<file path="src/rtl/ram_word_master.sv">
// Word-level initiator for the nibble-wide RAM: each accepted host request
// becomes WORD_NIBBLES consecutive single-nibble accesses, most-significant nibble first.
module ram_word_master #(
  parameter int ADDR_WIDTH   = 12,
  parameter int DATA_WIDTH   = 4,
  parameter int WORD_NIBBLES = 4,
  localparam int WORD_W = DATA_WIDTH * WORD_NIBBLES
) (
  input  logic                  clk_i,
  input  logic                  rst_i,
  input  logic                  reqValid_i,
  output logic                  reqReady_o,
  input  logic                  reqWrite_i,
  input  logic [ADDR_WIDTH-1:0] reqAddr_i,
  input  logic [WORD_W-1:0]     reqData_i,
  output logic                  rspValid_o,
  input  logic                  rspReady_i,
  output logic [WORD_W-1:0]     rspData_o,
  output logic                  ramWriteEn_o,
  output logic                  ramReadEn_o,
  output logic [ADDR_WIDTH-1:0] ramAddr_o,
  output logic [DATA_WIDTH-1:0] ramDIn_o,
  input  logic [DATA_WIDTH-1:0] ramDOut_i
);

  localparam int CNT_W = (WORD_NIBBLES > 1) ? $clog2(WORD_NIBBLES) : 1;

  typedef enum logic [1:0] {IDLE, XFER, DONE} state_t;

  state_t                  state_q, state_d;
  logic [CNT_W-1:0]        cnt_q, cnt_d;
  logic                    write_q, write_d;
  logic [ADDR_WIDTH-1:0]   addr_q, addr_d;
  logic [WORD_W-1:0]       word_q, word_d;
  logic [DATA_WIDTH-1:0]   nib_in;
  logic [WORD_W+DATA_WIDTH-1:0] shifted;

  always_ff @(posedge clk_i) begin
    if (rst_i) begin
      state_q <= IDLE;
      cnt_q   <= '0;
      write_q <= 1'b0;
      addr_q  <= '0;
      word_q  <= '0;
    end else begin
      state_q <= state_d;
      cnt_q   <= cnt_d;
      write_q <= write_d;
      addr_q  <= addr_d;
      word_q  <= word_d;
    end
  end

  // One shift register serves both directions: writes drain from the top,
  // reads fill from the bottom. Writes shift in zeros, so the word reads 0 in DONE.
  always_comb begin
    state_d      = state_q;
    cnt_d        = cnt_q;
    write_d      = write_q;
    addr_d       = addr_q;
    word_d       = word_q;
    reqReady_o   = 1'b0;
    rspValid_o   = 1'b0;
    rspData_o    = '0;
    ramWriteEn_o = 1'b0;
    ramReadEn_o  = 1'b0;
    ramAddr_o    = '0;
    ramDIn_o     = '0;
    nib_in       = write_q ? '0 : ramDOut_i;
    shifted      = {word_q, nib_in};
    case (state_q)
      IDLE: begin
        reqReady_o = 1'b1;
        if (reqValid_i) begin
          write_d = reqWrite_i;
          addr_d  = reqAddr_i;
          word_d  = reqData_i;
          cnt_d   = '0;
          state_d = XFER;
        end
      end
      XFER: begin
        ramAddr_o = addr_q + ADDR_WIDTH'(cnt_q);
        if (write_q) begin
          ramWriteEn_o = 1'b1;
          ramDIn_o     = word_q[WORD_W-1 -: DATA_WIDTH];
        end else begin
          ramReadEn_o  = 1'b1;
        end
        word_d = shifted[WORD_W-1:0];
        cnt_d  = cnt_q + CNT_W'(1);
        if (cnt_q == CNT_W'(WORD_NIBBLES-1)) begin
          cnt_d   = '0;
          state_d = DONE;
        end
      end
      DONE: begin
        rspValid_o = 1'b1;
        rspData_o  = word_q;
        if (rspReady_i) state_d = IDLE;
      end
      default: state_d = IDLE;
    endcase
  end

endmodule

</file>
<file path="config.mk">
export PLATFORM = sky130hd
export DESIGN_NAME = ram_word_master
export DESIGN_NICKNAME = d
export VERILOG_FILES = /design/src/rtl/ram_word_master.sv
export SDC_FILE = /design/constraint.sdc
export NUM_CORES = 1
export LEC_CHECK = 0
export ABC_CLOCK_PERIOD_IN_PS = 2700
export CAP_MARGIN = 25
export CELL_PAD_IN_SITES_DETAIL_PLACEMENT = 1
export CELL_PAD_IN_SITES_GLOBAL_PLACEMENT = 1
export CORE_MARGIN = 10
export CORE_UTILIZATION = 30
export CTS_BUF_LIST = sky130_fd_sc_hd__clkbuf_16
export CTS_CLUSTER_SIZE = 12
export DETAILED_ROUTE_END_ITERATION = 6
export HOLD_SLACK_MARGIN = 0.06
export PLACE_DENSITY = 0.86
export SLEW_MARGIN = 20
export SYNTH_ARGS = -nofsm -noshare
export SYNTH_HDL_FRONTEND = slang
export SYNTH_SLANG_ARGS = --single-unit
</file>
<file path="constraint.sdc">
create_clock -name clk_i -period 2.7 [get_ports clk_i]
set_input_delay 0.54 -clock clk_i [delete_from_list [all_inputs] [get_ports clk_i]]
set_output_delay 0.54 -clock clk_i [all_outputs]
set_load 0.02 [all_outputs]
</file>
==> results of run 1 <==
state kept, by name, summed over array words and instances, names as in the netlist:
register  flops
write_q       1
state_q       2
cnt_q         2
addr_q       12
word_q       16
metrics by stage:
stage          setup WS [ns]  area, um^2  hold slack (ns)  power (uW)    util
6_report              0.1007        2683           0.4735        1320  0.4585
5_1_grt              0.01671        2683           0.5053        1379  0.4585
4_1_cts              0.01010        2690           0.4787        1328  0.4598
3_5_place_dp         0.03515        2557           0.4657       795.9  0.4371
3_3_place_gp          0.1122        2557           0.4583       786.8  0.4371
2_1_floorplan         0.5920        1783           0.4400       687.9       -
worst register-to-register path: stages, from the launching register on:
cell and delay (ns):
dfxtp_1 0.50, nor2_1 0.14, nor2_4 0.48, nor2_1 0.10, a311oi_1 0.28
worst max path at each step:
stage / from / endpoint / depth (start not counted)
after floorplan: cnt_q[0] / ramAddr_o[10] / 6
final: cnt_q[0] / ramAddr_o[1] / 4
after detailed placement: cnt_q[1] / ramAddr_o[11] / 6
after global routing: cnt_q[0] / ramAddr_o[1] / 4
after global placement: cnt_q[0] / ramAddr_o[10] / 7
after CTS: cnt_q[1] / ramAddr_o[5] / 6
power groups by stage:
stage	clock, uW	combinational [uW]	sequential (uW)
after global routing	566	246	568
final	539	220	561
after detailed placement	0	225	571
after CTS	541	225	562
after global placement	0	218	569
after floorplan	0	131	557
final cells by class:
class                   count  area [um^2]  area share
well taps                  75        93.84     0.03498
flip-flops and latches     33        660.6      0.2463
multi-input cells         185         1018      0.3797
clock inverters             3        12.51    0.004664
inverters                   5        18.77    0.006996
clock buffers               5        125.1     0.04664
repair buffers             78        753.2      0.2808
repair_timing:
action | in CTS | in global routing
endpoints found under the setup margin | 5 | 10
endpoints found under the hold margin | 0 | 0
resized for setup | 6 | 14
layer usage:
layer	GRT usage	vias to the layer above
li1	-	934
met1	0.1341	869
met2	0.2315	35
met3	0.03414	9
met4	0.03746	0
met5	0	-
cell usage in the layout (no fill, tap or decap), drive strengths merged, types with 2 or more instances in the layout:
cell type,instances
clkdlybuf4s50,62
nand2,54
dfxtp,33
nor2,32
and2,22
a21oi,20
a311oi,12
clkbuf,10
xor2,8
buf,6
nand4,5
inv,5
nor3,5
dlymetal6s2s,5
and3,4
a211oi,4
ha,3
clkinv,3
nor2b,2
nand2b,2
nand3,2
a22oi,2
logic make-up after synthesis:
family          Yosys count  share of synthesized area
compound gates           40                     0.1474
xor+xnor                  9                    0.04421
fa+ha+maj                 4                    0.03228
buf+inv                  21                    0.05825
flops                    33                     0.3705
simple gates            132                     0.3474
==> results.json, run 1 <==
{
  "finalCritPeriodShare": 0.9627,
  "area_growth_syn_to_layout_pct": 50.46,
  "path_max_fanout": 4,
  "critical_path.slowest_cell": "clkdlybuf4s50_1",
  "dieWidth_um": 97.09,
  "wl_met2_um": 3092,
  "final_antenna_net_count": 0,
  "required_ns": 2.16,
  "p_switching_uw": 353.1,
  "crit_type": "reg -> out",
  "core-area_um2": 5851,
  "min_to": "addr_q[0]",
  "r2r_cells": 4,
  "dieArea_um2": 9426,
  "htreeDepth": 2,
  "instances_no_fill": 384,
  "drt-met1-wl_um": 2560,
  "seqPwrFrac": 0.425,
  "p_int_uw": 967.2,
  "async_flop_share": 0,
  "crit_chain": "ha_1 > fa_1 > and2_1 > clkdlybuf4s50_1",
  "skew_ns": 0.005136,
  "powerDensity_nw_per_um2": 492.2,
  "setup_violations": 0,
  "ys.flop_type": "dfxtp_1",
  "drive_above_1_share": 0.07120,
  "tns_ns": 0,
  "rows": 28,
  "grt_pass1_vias": 1982,
  "pwr-share-comb": 0.167,
  "num_io_pins": 73,
  "synth_area_leaders": "dfxtp_1 (37%), nand2_1 (11%), and2_1 (7.4%), nor2_1 (6.5%), a311oi_1 (5.9%)",
  "reg2reg_slack_ns": 1.11,
  "synth.most_common_cell": "nand2_1",
  "start_util": 0.3047,
  "clk_latency_ns": 0.28,
  "rr_startpoint": "state_q[0]",
  "status": "complete, no violations",
  "critPathTopFamily": "adder cells",
  "dpl.cell_count": 376,
  "synth-warning-count": 0,
  "antenna_cells": 0,
  "antenna_found_initial": 0,
  "power_leakage_uw": 0.001158,
  "cts_setup_buffers": 0,
  "dr.pass1.iters": 4,
  "synth-seq-area-share": 0.3705,
  "wl_met3_um": 280,
  "cts.path.max_buffers": 2,
  "hold_class": "reg -> reg",
  "syn_nets": 280,
  "cts.sinks": 33,
  "yosysTopAreaCell": "dfxtp_1",
  "maxSlewViolCount": 0,
  "grt_pass1_wl_um": 9984,
  "place.detailed.hpwl_um": 4626,
  "yosys.area.top_type_share": 0.3705,
  "cts-root-buf": "clkbuf_16",
  "synthTopCellsByCount": "nand2_1 (53), dfxtp_1 (33), nor2_1 (31)",
  "reg2reg_to": "word_q[7]",
  "synthCells": 239,
  "top_layer_used": "met4",
  "cts_hold_buf": 0,
  "route.detailed.drc": 0,
  "avgSynthCellArea_um2": 7.460,
  "cts_tree": "yes",
  "routabilityCongestion": 0.7783,
  "dr_total_vias": 1847,
  "max_slew.worst_pin.slew_ns": 0.5964,
  "grt.total_usage": 0.1252,
  "fin_crit_ns": 2.599,
  "rsz0062_at_grt": "false",
  "hold_viol_final": 0,
  "yosysUniqueCellTypes": 33,
  "grt.overflow.total": 0,
  "clockPowerShare": 0.408,
  "port_buffers": 72,
  "n_fill_cell": 728,
  "hold_depth": 2,
  "netlist_area_um2": 1783,
  "arrival_ns": 2.06,
  "clkTransAtPathRegs_ns": 0.05,
  "ys_ff_latch": 33,
  "cp.buffers_inverters": 1,
  "grt_max_degree": 34,
  "final_nets": 349,
  "hold_start": "addr_q[0]",
  "switching_share": 0.2674,
  "drv_cap": 0,
  "setup.worst_path.start_class": "flop",
  "slowest_delay_ns": 0.60,
  "synth-edff-count": 0,
  "vias_per_cell": 4.810,
  "drt-total-wl_um": 6000,
  "endpoint_kind": "output port",
  "relSlewSlack": 0.6015,
  "numCtsBuffers": 5,
  "wl_per_cell_um": 15.63,
  "ir_worst_vdd_uv": 223.6,
  "max_freq_mhz": 384.7,
  "die_y_um": 97.09,
  "initialDrtViolationCount": 68
}
(Power assumes the default switching activity.)
==> run 2, diff against run 1 <==
Settings changed: CORE_MARGIN 10 to 2, CORE_UTILIZATION 30 to 32, PLACE_DENSITY 0.86 to 0.91.
==> run 2 against run 1 <==
  * First-iteration DRC count up 12%
  * Worst setup slack worse by 0.079 ns
  * Sequential share of layout area down 0.057 points
  * Clock-buffer cell count stayed put
  * Power increased by 0.41%
  * Register-to-register slack worse by 0.19 ns
  * Sequential power up 0.7%
  * Utilization increased by 3.6 points
  * Non-clock buffer count did not move
  * Largest cell class unchanged
  * Clock skew fell by 0.0013 ns
  * Clock power is 0.7% lower
  * Sequential cell count unchanged
==> results.json, run 2 (synthesis gave the netlist of run 1 again) <==
{
  "status": "complete, no violations",
  "ir_worst_vdd_uv": 394.6,
  "setup.worst_path.start_class": "flop",
  "path_max_fanout": 4,
  "required_ns": 2.16,
  "cts.path.max_buffers": 2,
  "critical_path.slowest_cell": "fa_2",
  "grt.total_usage": 0.2093,
  "htreeDepth": 2,
  "core-area_um2": 5439,
  "critPathCapture": "ramAddr_o[10]",
  "max_slew.worst_pin.slew_ns": 0.6281,
  "reg2reg_slack_ns": 0.92,
  "antenna_cells": 0,
  "arrival_ns": 2.14,
  "fin_crit_ns": 2.679,
  "drt-total-wl_um": 6278,
  "dpl_cell_area_um2": 2546,
  "final_antenna_net_count": 0,
  "rows": 27,
  "dieWidth_um": 78.65,
  "hold_class": "reg -> reg",
  "place.detailed.hpwl_um": 4224,
  "grt_pass1_wl_um": 10090,
  "route.detailed.drc": 0,
  "area_growth_syn_to_layout_pct": 50.81,
  "crit_type": "reg -> out",
  "final_area_um2": 2689,
  "antenna_found_initial": 0,
  "layout.area.seq_um2": 660.6,
  "endpoint_kind": "output port",
  "cts.sinks": 33,
  "cts_tree": "yes",
  "vias_per_cell": 5.081,
  "grt_max_degree": 34,
  "rr_startpoint": "state_q[0]",
  "n_fill_cell": 681,
  "largest_reg_flops": 16,
  "grt.overflow.total": 0,
  "finalCritPeriodShare": 0.9921,
  "dpl_worst_slack_ns": -0.01227,
  "multiInputGateArea_um2": 1026,
  "mostFrequentLayoutCells": "clkdlybuf4s50_1 (61), nand2_1 (53), dfxtp_1 (33)",
  "worst_slack_ns": 0.02123,
  "top_register": "word_q",
  "start_util": 0.3278,
  "r2r_cells": 4,
  "cts-root-buf": "clkbuf_16",
  "skew_ns": 0.003825,
  "dr_total_vias": 1936,
  "wl_per_cell_um": 16.48,
  "drv_cap": 0,
  "initialDrtViolationCount": 76,
  "final_nets": 349,
  "num_io_pins": 73,
  "grt_pass1_vias": 2053,
  "max_freq_mhz": 373.3,
  "dieArea_um2": 6185,
  "power_leakage_uw": 0.001123,
  "port_buffers": 72,
  "clkTransAtPathRegs_ns": 0.05,
  "hold_viol_final": 0,
  "powerDensity_nw_per_um2": 493.0,
  "relSlewSlack": 0.5803,
  "setup_violations": 0,
  "numCtsBuffers": 5,
  "dr.pass1.iters": 4,
  "drive_above_1_share": 0.07120,
  "clk_latency_ns": 0.28,
  "maxSlewViolCount": 0,
  "die_y_um": 78.65,
  "startpoint": "cnt_q[0]",
  "tns_ns": 0,
  "reg2reg_to": "word_q[8]",
  "slowest_delay_ns": 0.38,
  "whs_ns": 0.4689,
  "routabilityCongestion": 0.8064,
  "crit_chain": "ha_1 > fa_2 > and2_4 > nand4_1 > xor2_1 > nor2_1 > clkdlybuf4s15_1",
  "reg_top3": "word_q: 16 flops, addr_q: 12 flops",
  "final_common_cell": "clkdlybuf4s50_1"
}
==> run 2: layout make-up <==
type / count / area share
clock inverter: 3 / 0.004653
clock buffer: 5 / 0.04653
multi-input combinational: 185 / 0.3816
timing repair buffer: 78 / 0.2811
tap: 72 / 0.03350
inverter: 5 / 0.006980
sequential: 33 / 0.2457
==> run 2: layer usage <==
metal	up-vias	share of wire	global-route usage
li1	933	-	-
met1	935	0.43	0.2489
met2	55	0.51	0.3701
met3	13	0.038	0.03103
met4	0	0.027	0.09298
met5	-	0	0
==> run 2: repair_timing <==
action | 4_1_cts | 5_1_grt
gates resized for setup | 17 | 6
gates cloned | 0 | 0
hold buffers | 0 | 0
endpoints found under the setup margin | 9 | 7
setup buffers | 0 | 1
==> run 2: worst max-delay path, delay by kind of cell (launching register included) <==
family | cells | cell delay [ns]
XOR/XNOR | 1 | 0.20
adder cells (fa/ha/maj) | 2 | 0.63
flip-flops | 1 | 0.35
AND/OR/NAND/NOR | 3 | 0.38
buffers and inverters | 1 | 0.30
==> run 2: worst min path at each step <==
stage	from	endpoint	slack (ns)	cells after the start
after CTS	addr_q[0]	addr_q[0]	0.46	2
after global routing	addr_q[0]	addr_q[0]	0.50	2
after detailed placement	addr_q[0]	addr_q[0]	0.46	2
final	addr_q[0]	addr_q[0]	0.47	2
after floorplan	addr_q[0]	addr_q[0]	0.44	2
after global placement	addr_q[0]	addr_q[0]	0.46	2
==> run 2: power by group <==
group	switching, uW	internal (uW)
Sequential	39.1	526
Clock	202	333
Combinational	118	108
==> run 2: stage by stage <==
| stage | cells | power [uW] | util |
|---|---|---|---|
| after floorplan | 239 | 687.9 | - |
| after global placement | 372 | 783.4 | 0.4681 |
| after detailed placement | 372 | 795.0 | 0.4681 |
| after CTS | 380 | 1337 | 0.4934 |
| after global routing | 381 | 1390 | 0.4944 |
| final | 381 | 1326 | 0.4944 |
